==> src/rtl/key_pkg.sv <==
// Shared state encoding and default timing constants for the key conditioning path.
package key_pkg;

  typedef enum logic [1:0] {
    KS_RELEASED    = 2'd0,
    KS_PRESS_CHK   = 2'd1,
    KS_PRESSED     = 2'd2,
    KS_RELEASE_CHK = 2'd3
  } key_state_e;

  localparam int CLK_HZ           = 100_000_000;
  localparam int DEBOUNCE_DEFAULT = CLK_HZ / 50;  // 20 ms
  localparam int LONG_DEFAULT     = 3 * CLK_HZ;   // 3 s

endpackage

==> src/rtl/key_debounce_lane.sv <==
// One key lane: two-flop synchronizer, debounce FSM, hold timer and registered
// level / press / release / long-press outputs.
//
// state          | meaning
// ---------------+-----------------------------------------------------------
// KS_RELEASED    | key accepted as up, waiting for synchronized high
// KS_PRESS_CHK   | high seen, counting stable cycles before accepting press
// KS_PRESSED     | key accepted as down, hold timer running
// KS_RELEASE_CHK | low seen while pressed, counting stable cycles, hold frozen
module key_debounce_lane
  import key_pkg::*;
#(
  parameter int DEBOUNCE_CYCLES = DEBOUNCE_DEFAULT,
  parameter int LONG_CYCLES     = LONG_DEFAULT
) (
  input  logic i_clk,
  input  logic i_rst_n,
  input  logic i_key_raw,
  output logic o_level,
  output logic o_press,
  output logic o_release,
  output logic o_long
);

  localparam int DW = $clog2(DEBOUNCE_CYCLES);
  localparam int HW = $clog2(LONG_CYCLES);
  localparam logic [DW-1:0] DEB_LAST  = DW'(DEBOUNCE_CYCLES - 1);
  localparam logic [HW-1:0] HOLD_LAST = HW'(LONG_CYCLES - 1);

  logic [1:0]    r_sync;
  key_state_e    r_state;
  logic [DW-1:0] r_deb;
  logic [HW-1:0] r_hold;
  logic          r_fired;
  logic          r_level;
  logic          r_press;
  logic          r_release;
  logic          r_long;

  key_state_e    w_state_nxt;
  logic [DW-1:0] w_deb_nxt;
  logic [HW-1:0] w_hold_nxt;
  logic [HW-1:0] w_hold_inc;
  logic          w_fired_nxt;
  logic          w_level_nxt;
  logic          w_press_nxt;
  logic          w_release_nxt;
  logic          w_long_nxt;
  logic          w_s;

  assign w_s = r_sync[1];

  // Saturating hold count; the long pulse is launched on the edge that reaches the cap.
  assign w_hold_inc = (r_hold == HOLD_LAST) ? r_hold : r_hold + HW'(1);

  always_comb begin
    w_state_nxt   = r_state;
    w_deb_nxt     = r_deb;
    w_hold_nxt    = r_hold;
    w_fired_nxt   = r_fired;
    w_level_nxt   = r_level;
    w_press_nxt   = 1'b0;
    w_release_nxt = 1'b0;
    w_long_nxt    = 1'b0;
    case (r_state)
      KS_RELEASED: begin
        if (w_s) begin
          w_state_nxt = KS_PRESS_CHK;
          w_deb_nxt   = '0;
        end
      end
      KS_PRESS_CHK: begin
        if (!w_s) begin
          w_state_nxt = KS_RELEASED;
        end else if (r_deb == DEB_LAST) begin
          w_state_nxt = KS_PRESSED;
          w_level_nxt = 1'b1;
          w_press_nxt = 1'b1;
          w_hold_nxt  = '0;
          w_fired_nxt = 1'b0;
        end else begin
          w_deb_nxt = r_deb + DW'(1);
        end
      end
      KS_PRESSED: begin
        w_hold_nxt = w_hold_inc;
        if ((w_hold_inc == HOLD_LAST) && !r_fired) begin
          w_long_nxt  = 1'b1;
          w_fired_nxt = 1'b1;
        end
        if (!w_s) begin
          w_state_nxt = KS_RELEASE_CHK;
          w_deb_nxt   = '0;
        end
      end
      KS_RELEASE_CHK: begin
        if (w_s) begin
          w_state_nxt = KS_PRESSED;
        end else if (r_deb == DEB_LAST) begin
          w_state_nxt   = KS_RELEASED;
          w_level_nxt   = 1'b0;
          w_release_nxt = 1'b1;
          w_fired_nxt   = 1'b0;
        end else begin
          w_deb_nxt = r_deb + DW'(1);
        end
      end
      default: begin
        w_state_nxt = KS_RELEASED;
        w_deb_nxt   = '0;
        w_hold_nxt  = '0;
        w_fired_nxt = 1'b0;
        w_level_nxt = 1'b0;
      end
    endcase
  end

  always_ff @(posedge i_clk or negedge i_rst_n) begin
    if (!i_rst_n) begin
      r_sync    <= '0;
      r_state   <= KS_RELEASED;
      r_deb     <= '0;
      r_hold    <= '0;
      r_fired   <= 1'b0;
      r_level   <= 1'b0;
      r_press   <= 1'b0;
      r_release <= 1'b0;
      r_long    <= 1'b0;
    end else begin
      r_sync    <= {r_sync[0], i_key_raw};
      r_state   <= w_state_nxt;
      r_deb     <= w_deb_nxt;
      r_hold    <= w_hold_nxt;
      r_fired   <= w_fired_nxt;
      r_level   <= w_level_nxt;
      r_press   <= w_press_nxt;
      r_release <= w_release_nxt;
      r_long    <= w_long_nxt;
    end
  end

  assign o_level   = r_level;
  assign o_press   = r_press;
  assign o_release = r_release;
  assign o_long    = r_long;

endmodule

==> src/rtl/key_conditioner.sv <==
// Array of independent debounced key lanes feeding the power controller and menu logic.
module key_conditioner
  import key_pkg::*;
#(
  parameter int NUM_KEYS        = 5,
  parameter int DEBOUNCE_CYCLES = DEBOUNCE_DEFAULT,
  parameter int LONG_CYCLES     = LONG_DEFAULT
) (
  input  logic                i_clk,
  input  logic                i_rst_n,
  input  logic [NUM_KEYS-1:0] i_key_raw,
  output logic [NUM_KEYS-1:0] o_key_level,
  output logic [NUM_KEYS-1:0] o_key_press,
  output logic [NUM_KEYS-1:0] o_key_release,
  output logic [NUM_KEYS-1:0] o_key_long
);

  for (genvar g = 0; g < NUM_KEYS; g++) begin : g_lane
    key_debounce_lane #(
      .DEBOUNCE_CYCLES(DEBOUNCE_CYCLES),
      .LONG_CYCLES    (LONG_CYCLES)
    ) u_lane (
      .i_clk    (i_clk),
      .i_rst_n  (i_rst_n),
      .i_key_raw(i_key_raw[g]),
      .o_level  (o_key_level[g]),
      .o_press  (o_key_press[g]),
      .o_release(o_key_release[g]),
      .o_long   (o_key_long[g])
    );
  end

endmodule

==> config.mk <==
export PLATFORM = sky130hd
export DESIGN_NAME = key_conditioner
export DESIGN_NICKNAME = d
export VERILOG_FILES = /design/src/rtl/key_pkg.sv /design/src/rtl/key_debounce_lane.sv /design/src/rtl/key_conditioner.sv
export SDC_FILE = /design/constraint.sdc
export NUM_CORES = 1
export LEC_CHECK = 0
export BUFFER_PORTS_ARGS = -buffer_cell sky130_fd_sc_hd__buf_2
export CORE_ASPECT_RATIO = 2
export CORE_UTILIZATION = 58
export CTS_CLUSTER_DIAMETER = 50
export DETAILED_ROUTE_END_ITERATION = 16
export HOLD_SLACK_MARGIN = 0.08
export PLACE_DENSITY = 0.75
export SLEW_MARGIN = 40
export SYNTH_ARGS = -nofsm -noshare
export SYNTH_HDL_FRONTEND = slang
export SYNTH_SLANG_ARGS = --single-unit
==> constraint.sdc <==
create_clock -name i_clk -period 2.4 [get_ports i_clk]
set_input_delay 0.12 -clock i_clk [delete_from_list [all_inputs] [get_ports i_clk]]
set_output_delay 0.12 -clock i_clk [all_outputs]
set_load 0.005 [all_outputs]
==> results.cfg <==
[run_status]
status = finished, violations left
violations = setup timing

[placement]
gp_congestion = 1.02
io_buffers = 26
dpl.hpwl_mm = 34.8

[timing]
fin_crit_ns = 2.51
fin_tns_setup_ns = -0.623
setup_violations = 21
worst_pin_slew_ns = 0.762
drv_slew = 0
rsz0062_at_grt = yes
fin_crit_sh = 1.05
fmax_ghz = 0.399
slew_headroom = 0.491
fin_ws_ns = -0.109
hold_viol_final = 0
clock_skew_ns = 0.0121

[synthesis]
synth_compound_area_frac = 0.156
yosys.area.top_type = dfrtp_1
syn_inst = 2003
synth_seq_cells = 295
synthFlopType = dfrtp_1
synthXorXnorAreaFrac = 0.0709
synth-edff-count = 0
ys_async_sr_fraction = 1.00
synthesis.nets = 2020
synthAdderAreaFrac = 0.00724
synth_top_family_by_area = simple AND/OR/NAND/NOR gates
synthSimpleGateAreaFrac = 0.282
synth.distinct_cells = 84
synthMuxAreaShare = 0.0130
netlist_top_cells_area = dfrtp_1 (43%), nor2_1 (5.5%), o21ai_0 (5.0%)
yosys_warnings = 0
netlist_area_um2 = 17300
syn_avg_cell_area_um2 = 8.63
yosysTopAreaCellShare = 0.427
ys_seq_area_frac = 0.427

[final_layout]
register_area_um2 = 7400
fin_nets = 2285
multi_input_area_um2 = 9890
antennaDiodeCount = 0
drive_above_1_share = 0.263
fill_cells = 2145
area.growth.synth_to_final_pct = 25.8

[grt]
antenna_found_initial = 0
gr-total-overflow = 0
grt_pass1_wl_mm = 80.6
grt_max_degree = 68
grt_usage = 0.332
grt_pass1_vias = 16900

[clock_network]
cts_num_sinks = 295
htreeDepth = 1
ctsLongestPathBuffers = 3
numCtsBuffers = 29
cts_tree = yes
clock_latency_ns = 0.58
ctsRootBufferMaster = clkbuf_16
cts.reportedPaths.clkPinSlew_ns = 0.07

[critical_path]
critPathArrivalTime_ns = 3.02
cp_max_fo = 3
critical_path_class = reg2reg
worstPathRequired_ns = 2.91
cp-end-kind = flip-flop
start_kind = flip-flop

[routing]
drc = 0
firstDrtPassIters = 8
drt_iter0_markers = 1127
postRouteAntennaNets = 0
num_vias = 16800
wl_mm = 50.8
wl_per_cell_um = 19.1
viasPerCell = 6.33

[floorplan]
initial_utilization = 0.588
dieHeight_um = 246
core_um2 = 29400
die_area_um2 = 30500
fp.dieW_um = 124
num_rows = 89
io_pins = 27

[power]
power_density_nw_per_um2 = 480
power_mw = 10.4
ir_worst_vdd_mv = 0.684
cellLeakagePower_nw = 9.35

[flow_run]
drv_cap = 0

[worst_hold_path]
hold_path_class = in2async
==> repair_timing <==
item,CTS,global route
setup buffers,1,31
hold endpoints to repair,232,0
cloned,0,5
gates resized for setup,14,221
endpoints found under the setup margin,30,147
pin swaps,2,81
hold buffers,6,0
==> cells in the mapped netlist, types with 9 or more instances <==
cell type / n
a22o_1: 14
and2_1: 26
nor2_1: 254
or3_1: 22
nor2b_1: 11
and4_1: 21
nand2_1: 167
xnor2_1: 69
nor3b_1: 9
xor2_1: 71
ha_1: 10
nand4_1: 90
buf_2: 36
nand2b_1: 23
o22ai_1: 14
nor3_1: 59
nor4b_1: 9
or4_1: 10
clkbuf_1: 64
a21oi_1: 78
o41ai_1: 17
buf_4: 22
a31oi_1: 33
o21ai_0: 173
mux2_2: 12
and3_1: 45
nand3_1: 107
nor4_1: 30
mux2i_1: 9
o31ai_1: 34
inv_1: 38
dfrtp_1: 295
==> layout by cell type (no fill, tap or decap), types with 10 or more instances in the layout <==
cell       instances
nand2b_1          23
mux2_2            10
nor3_1            48
nand3_2           11
buf_6             10
nor4_2            11
o21ai_2           21
inv_1             37
o22ai_1           14
buf_2             26
a31oi_1           32
and2_1            26
and3_1            39
and4_1            16
o41ai_1           15
nand4_1           90
o21ai_0          127
a22o_1            14
clkbuf_16         31
o31ai_1           32
nor4_1            19
xor2_1            69
nand3_1           94
nor3_2            12
nor2b_1           11
nor2_1           240
dfrtp_1          280
o21ai_1           31
nand2_1          165
nor2_2            13
xnor2_1           66
or3_1             18
buf_4            312
dfrtp_2           15
a21oi_1           72
==> logic make-up after synthesis <==
group,after synthesis
flip-flops,295
AND/OR/NAND/NOR,935
AO/OA/AOI/OAI,435
XOR/XNOR,140
multiplexers,21
buffers and inverters,167
adder cells (fa/ha/maj),10
==> cell type report <==
class / count / area share
repair buffers: 362 / 0.129
well taps: 364 / 0.0209
clock buffers: 38 / 0.0377
multi-input cells: 1541 / 0.455
flip-flops and latches: 295 / 0.340
clock inverters: 16 / 0.0104
inverters: 39 / 0.00685
==> critical path, stage by stage, from the launching register on <==
cell     delay, ns
dfrtp_1       0.43
nand4_1       0.17
or3_4         0.37
or4_4         0.50
xnor2_2       0.22
nand4_1       0.18
nor4_2        0.34
buf_4         0.16
a21o_1        0.07
==> flip-flops by register name, indices dropped and copies added (netlist names), named ones only <==
signal / flops
g_lane.u_lane.r_hold: 145
g_lane.u_lane.r_deb: 105
g_lane.u_lane.r_sync: 10
g_lane.u_lane.o_level: 5
g_lane.u_lane.o_long: 5
g_lane.u_lane.o_press: 5
g_lane.u_lane.o_release: 5
g_lane.u_lane.r_fired: 5
g_lane.u_lane.r_state: 5
==> layer usage <==
layer,vias to the layer above,track usage,part of all wire
met5,-,0,0
met1,8174,0.336,0.34
met2,604,0.601,0.54
met4,0,0.216,0.066
li1,7787,-,-
met3,251,0.0637,0.047
==> report_power, final <==
group | internal (mW) | switching, mW
clock | 2.96 | 2.10
combinational | 0.103 | 0.207
sequential | 5.02 | 0.0547
total | 8.08 | 2.36
==> worst paths after layout <==
check / startpoint / to / slack, ns / cells after the start
setup / recovery: g_lane[2].u_lane.r_hold[9] / g_lane[2].u_lane.r_fired / -0.11 / 8
hold / removal: i_rst_n / g_lane[1].u_lane.r_hold[27] / 0.07 / 2
setup reg to reg: g_lane[2].u_lane.r_hold[9] / g_lane[2].u_lane.r_fired / -0.11 / 8
hold reg to reg: g_lane[4].u_lane.r_sync[0] / g_lane[4].u_lane.r_sync[1] / 0.35 / 0
max in group asynchronous: i_rst_n / g_lane[2].u_lane.r_hold[3] / 1.38 / 3
min in group i_clk: i_key_raw[2] / g_lane[2].u_lane.r_sync[0] / 0.19 / 2
==> through the flow <==
stage / setup WS [ns] / hold slack (ns) / utilization / cell area, µm² / std cells
final: -0.109 / 0.0664 / 0.740 / 21700 / 2655
after global routing: -0.401 / 0.124 / 0.740 / 21700 / 2655
after global placement: -0.0558 / 0.109 / 0.664 / 19500 / 2559
after CTS: -0.0489 / 0.0927 / 0.704 / 20700 / 2620
after detailed placement: -0.0882 / 0.113 / 0.664 / 19500 / 2559
after floorplan: -0.0268 / -0.176 / - / 17300 / 2003
Power figures use the tool's default switching activity.
